===== src/rtl/uart_alu_if.sv =====
// uart_alu_if: collects an operand/operand/opcode byte triple from a UART
// receiver, drives a combinational ALU, and sends the one-byte result back
// through the UART transmitter.
// Optional feature: define UART_ALU_IF_TIMEOUT_EN to add an inter-byte
// timeout in S_B/S_OP that abandons a partial command after TIMEOUT_CYCLES.
module uart_alu_if #(
    parameter int DATA_BITS      = 8,
    parameter int OP_BITS        = 6,
    parameter int TIMEOUT_CYCLES = 5_000_000
) (
    input  logic                 clk,
    input  logic                 rst,
    input  logic [DATA_BITS-1:0] rx_data,
    input  logic                 rx_valid,
    input  logic                 rx_ferr,
    input  logic                 tx_busy,
    output logic                 tx_start,
    output logic [DATA_BITS-1:0] tx_data,
    output logic [DATA_BITS-1:0] alu_a,
    output logic [DATA_BITS-1:0] alu_b,
    output logic [OP_BITS-1:0]   alu_op,
    input  logic [DATA_BITS-1:0] alu_result,
    output logic                 busy,
    output logic                 err_drop
);

    typedef enum logic [2:0] {
        S_A       = 3'd0,
        S_B       = 3'd1,
        S_OP      = 3'd2,
        S_LATCH   = 3'd3,
        S_SEND    = 3'd4,
        S_WAIT_HI = 3'd5,
        S_WAIT_LO = 3'd6
    } state_t;

    state_t                 r_state;
    state_t                 w_state_nxt;
    logic                   w_accept;
    logic                   w_rx_phase;
    logic                   w_drop;
    logic                   w_timeout;

    logic                   r_tx_start;
    logic [DATA_BITS-1:0]   r_tx_data;
    logic [DATA_BITS-1:0]   r_alu_a;
    logic [DATA_BITS-1:0]   r_alu_b;
    logic [OP_BITS-1:0]     r_alu_op;
    logic                   r_busy;
    logic                   r_err_drop;

    logic                   w_tx_start_nxt;
    logic [DATA_BITS-1:0]   w_tx_data_nxt;
    logic [DATA_BITS-1:0]   w_alu_a_nxt;
    logic [DATA_BITS-1:0]   w_alu_b_nxt;
    logic [OP_BITS-1:0]     w_alu_op_nxt;
    logic                   w_busy_nxt;
    logic                   w_err_drop_nxt;

    // A byte is usable only when it arrives cleanly while collecting operands;
    // anything else that shows up is dropped and flagged.
    assign w_accept   = rx_valid & ~rx_ferr;
    assign w_rx_phase = (r_state == S_A) || (r_state == S_B) || (r_state == S_OP);
    assign w_drop     = rx_valid & (rx_ferr | ~w_rx_phase);

`ifdef UART_ALU_IF_TIMEOUT_EN
    localparam int TMO_W = $clog2(TIMEOUT_CYCLES + 1);
    logic [TMO_W-1:0] r_tmo_cnt;
    logic             w_tmo_run;

    assign w_tmo_run = ((r_state == S_B) || (r_state == S_OP)) && !rx_valid;
    assign w_timeout = w_tmo_run && (r_tmo_cnt == TMO_W'(TIMEOUT_CYCLES - 1));

    // Idle-cycle counter between operand bytes; any byte or leaving the
    // collect states restarts it from zero.
    always_ff @(posedge clk or negedge rst) begin
        if (!rst) begin
            r_tmo_cnt <= {TMO_W{1'b0}};
        end else if (w_tmo_run) begin
            r_tmo_cnt <= r_tmo_cnt + TMO_W'(1);
        end else begin
            r_tmo_cnt <= {TMO_W{1'b0}};
        end
    end
`else
    assign w_timeout = 1'b0;

    // TIMEOUT_CYCLES is only consumed when the timeout is built in.
    if (TIMEOUT_CYCLES < 1) begin : g_tmo_unused
    end
`endif

    // State register.
    always_ff @(posedge clk or negedge rst) begin
        if (!rst) begin
            r_state <= S_A;
        end else begin
            r_state <= w_state_nxt;
        end
    end

    // Next-state decode: collect three bytes, latch, send, then track the
    // transmitter's busy pulse before accepting a new command.
    always_comb begin
        w_state_nxt = r_state;
        case (r_state)
            S_A: begin
                if (w_accept) w_state_nxt = S_B;
                else          w_state_nxt = S_A;
            end
            S_B: begin
                if (w_accept)       w_state_nxt = S_OP;
                else if (rx_valid)  w_state_nxt = S_A;
                else if (w_timeout) w_state_nxt = S_A;
                else                w_state_nxt = S_B;
            end
            S_OP: begin
                if (w_accept)       w_state_nxt = S_LATCH;
                else if (rx_valid)  w_state_nxt = S_A;
                else if (w_timeout) w_state_nxt = S_A;
                else                w_state_nxt = S_OP;
            end
            S_LATCH: w_state_nxt = S_SEND;
            S_SEND: begin
                if (!tx_busy) w_state_nxt = S_WAIT_HI;
                else          w_state_nxt = S_SEND;
            end
            S_WAIT_HI: begin
                if (tx_busy) w_state_nxt = S_WAIT_LO;
                else         w_state_nxt = S_WAIT_HI;
            end
            S_WAIT_LO: begin
                if (!tx_busy) w_state_nxt = S_A;
                else          w_state_nxt = S_WAIT_LO;
            end
            default: w_state_nxt = S_A;
        endcase
    end

    // Next values of the registered outputs; everything holds unless the
    // current state owns that register.
    always_comb begin
        w_tx_start_nxt = 1'b0;
        w_tx_data_nxt  = r_tx_data;
        w_alu_a_nxt    = r_alu_a;
        w_alu_b_nxt    = r_alu_b;
        w_alu_op_nxt   = r_alu_op;
        w_busy_nxt     = (w_state_nxt != S_A);
        w_err_drop_nxt = r_err_drop | w_drop;
        case (r_state)
            S_A: begin
                if (w_accept) w_alu_a_nxt = rx_data;
                else          w_alu_a_nxt = r_alu_a;
            end
            S_B: begin
                if (w_accept) w_alu_b_nxt = rx_data;
                else          w_alu_b_nxt = r_alu_b;
            end
            S_OP: begin
                if (w_accept) w_alu_op_nxt = rx_data[OP_BITS-1:0];
                else          w_alu_op_nxt = r_alu_op;
            end
            S_LATCH: w_tx_data_nxt = alu_result;
            S_SEND:  w_tx_start_nxt = ~tx_busy;
            default: w_tx_start_nxt = 1'b0;
        endcase
    end

    // Output registers.
    always_ff @(posedge clk or negedge rst) begin
        if (!rst) begin
            r_tx_start <= 1'b0;
            r_tx_data  <= {DATA_BITS{1'b0}};
            r_alu_a    <= {DATA_BITS{1'b0}};
            r_alu_b    <= {DATA_BITS{1'b0}};
            r_alu_op   <= {OP_BITS{1'b0}};
            r_busy     <= 1'b0;
            r_err_drop <= 1'b0;
        end else begin
            r_tx_start <= w_tx_start_nxt;
            r_tx_data  <= w_tx_data_nxt;
            r_alu_a    <= w_alu_a_nxt;
            r_alu_b    <= w_alu_b_nxt;
            r_alu_op   <= w_alu_op_nxt;
            r_busy     <= w_busy_nxt;
            r_err_drop <= w_err_drop_nxt;
        end
    end

    assign tx_start = r_tx_start;
    assign tx_data  = r_tx_data;
    assign alu_a    = r_alu_a;
    assign alu_b    = r_alu_b;
    assign alu_op   = r_alu_op;
    assign busy     = r_busy;
    assign err_drop = r_err_drop;

endmodule


===== config.mk =====
export PLATFORM = sky130hd
export DESIGN_NAME = uart_alu_if
export DESIGN_NICKNAME = d
export VERILOG_FILES = /design/src/rtl/uart_alu_if.sv
export SDC_FILE = /design/constraint.sdc
export NUM_CORES = 1
export LEC_CHECK = 0
export CAP_MARGIN = 20
export CELL_PAD_IN_SITES_DETAIL_PLACEMENT = 1
export CELL_PAD_IN_SITES_GLOBAL_PLACEMENT = 1
export CORE_MARGIN = 5
export CORE_UTILIZATION = 37
export DETAILED_ROUTE_END_ITERATION = 10
export PLACE_DENSITY_LB_ADDON = 0.3
export SLEW_MARGIN = 20
export SYNTH_ARGS = -nofsm -noshare
export SYNTH_HDL_FRONTEND = slang
export SYNTH_SLANG_ARGS = --single-unit

===== constraint.sdc =====
create_clock -name clk -period 4.3 [get_ports clk]
set_input_delay 0.43 -clock clk [delete_from_list [all_inputs] [get_ports clk]]
set_output_delay 0.43 -clock clk [all_outputs]
set_load 0.01 [all_outputs]

==> metrics <==
Setup crit end kind=register; VDD IR max=0.286 mV; CP Data Required Time=4470 ps; post-CTS resize count=0; Post-synth EDFFs=0; GPL Wtd Cong=0.869; Multi-input gate area=533 um2; Fin Setup TNS=0 ps; H-tree depth=2; CTS tree=yes; Core Rows=22; Tcrit/Tclk final=44.6%; core area=3740 um2; Die Wd=73.0 um; Avg Inst Size Synth=15.8 um2; port buffer count=53; most frequent cells in the layout=clkdlybuf4s50_1 (52), dfrtp_1 (36), mux2_2 (22), mux2_4 (8), clkbuf_8 (7); RSZ-0062 raised after global routing=false; clock root buffer=clkbuf_8; Max clock buf depth=2; Final #Nets=169; Net Count, Synth=114; die height=73.0 um; f_max=0.521 GHz; slew of the pin with the lowest slew margin=771 ps; Final ANT Viol Nets=0; clk_lat worst skew=280 ps; Tot GR Track Use=13.3%; DR DRC count=0; DR pass1 iterations=4; most common cell after layout, fill and taps aside=clkdlybuf4s50_1; PwrDens=736 nW/um2; GRT Residual Overflow=0; TritonCTS Sinks=36; Synth cell types=22; Hold Fails Final Rpt=0; Tightest Hold Check Type=in2async; Synth top area share=61.4%; cell taking the most area after synthesis=dfrtp_1; pin count of the biggest net entering global routing=37; MaxCap Viol Count=0; dpl cells=189; Leak=0.000927 uW; post-DP HPWL=2.43 mm; initial antenna violation count=0; first-pass GRT wire length=5.31 mm; Worst setup SP type=primary input; total CTS buffers=5; Crit Path Max Fanout=6; WL final=3.20 mm; I/O pins=54; Vias/cell=4.91; CP Class=in2reg; Register Area=901 um2; Synth area leaders=dfrtp_1 (61%), mux2_2 (17%), mux2_4 (8.2%); vias=967; post-synthesis sequential area ratio=61.4%; Synth Warn #=0; number of global-route vias before repair=1,098; total die area=5320 um2; synthesis-stage register bit count=36; Reg clk slew, reported paths=70 ps; worst rel slew slack=48.6%; Syn-to-layout area delta=46.3%; Fill cells=383; fraction of layout cells with a size suffix above 1=30.2%; r2r worst-path depth=3; minimum clock period=1920 ps; Worst EP arrival=2090 ps; status=complete, no violations; Clock Skew=7.16 ps; ys flop type=dfrtp_1; Initial Util=39.2%; Setup violations, final=0; Synth async-reset ratio=100%; hold_buf cts=0; # Post-CTS Setup Buffers=0; Max Slew Vio Count=0; n_diodes=0; synthesized area=1470 um2; drt initial violations=21; Routed WL per cell=16.2 um; Synth Instances=93; fin cells=197
-- power by group --
group	internal, uW	switching [uW]	total [uW]
clock	204	114	318
combinational	428	224	651
sequential	499	111	610
-- path summary, 6_finish.rpt --
kind	from	end	slack (ps)
max in group asynchronous	rst	err_drop	3590
setup / recovery	rx_valid	alu_op[2]	2380
hold reg to reg	err_drop	err_drop	460
setup reg to reg	r_state[2]	alu_op[2]	2510
min in group clk	err_drop	err_drop	460
hold / removal	rst	busy	220
-- critical path, stage by stage --
cell	delay, ps
clkdlybuf4s50_1	580
nor4b_1	440
nand2_1	300
mux2_2	340
-- cell families after synthesis --
| family | share of synthesized area [%] |
|---|---|
| mux | 25.8 |
| flops | 61.4 |
| buf+inv | 2.22 |
| simple gates | 7.85 |
| compound gates | 2.73 |
-- per-stage QoR --
step / hold slack, ps / util, % / setup WS [ps] / instance area, um2 / total power [uW]
2_1_floorplan: 134 / - / 2640 / 1470 / 908
3_3_place_gp: 447 / 53.9 / 2150 / 2020 / 1250
3_5_place_dp: 452 / 53.9 / 2100 / 2020 / 1280
4_1_cts: 249 / 57.3 / 2350 / 2150 / 1610
5_1_grt: 307 / 57.3 / 2270 / 2150 / 1680
6_report: 216 / 57.3 / 2380 / 2150 / 1580
-- layer usage --
layer  vias up  routed length (um)  global-route usage [%]
met5         -                   0                       0
met4         0                  26                    4.92
met3         5                 469                    7.71
met2        47                1450                    21.1
met1       475                1250                    14.8
li1        440                   -                       -
-- cell usage after synthesis (2+ instances only) --
cell type,n
dfrtp_1,36
mux2_2,22
mux2_4,8
nand2_1,3
nor2_1,3
buf_2,2
nand2b_1,2
nor4b_1,2
or2_2,2
-- registers in the layout, summed over array words and instances (netlist names) --
register and flops:
tx_start 1, alu_b 8, tx_data 8, r_state 3
busy 1, alu_a 8, alu_op 6, err_drop 1
-- area by class of cell --
| type | count | area share (%) |
|---|---|---|
| Clock inverter | 1 | 1.40 |
| Clock buffer | 7 | 4.49 |
| Tap cell | 48 | 2.80 |
| Timing Repair Buffer | 53 | 24.5 |
| Sequential cell | 36 | 42.0 |
| Multi-Input combinational cell | 52 | 24.8 |
Note: power is estimated with default switching activity, not from simulation.
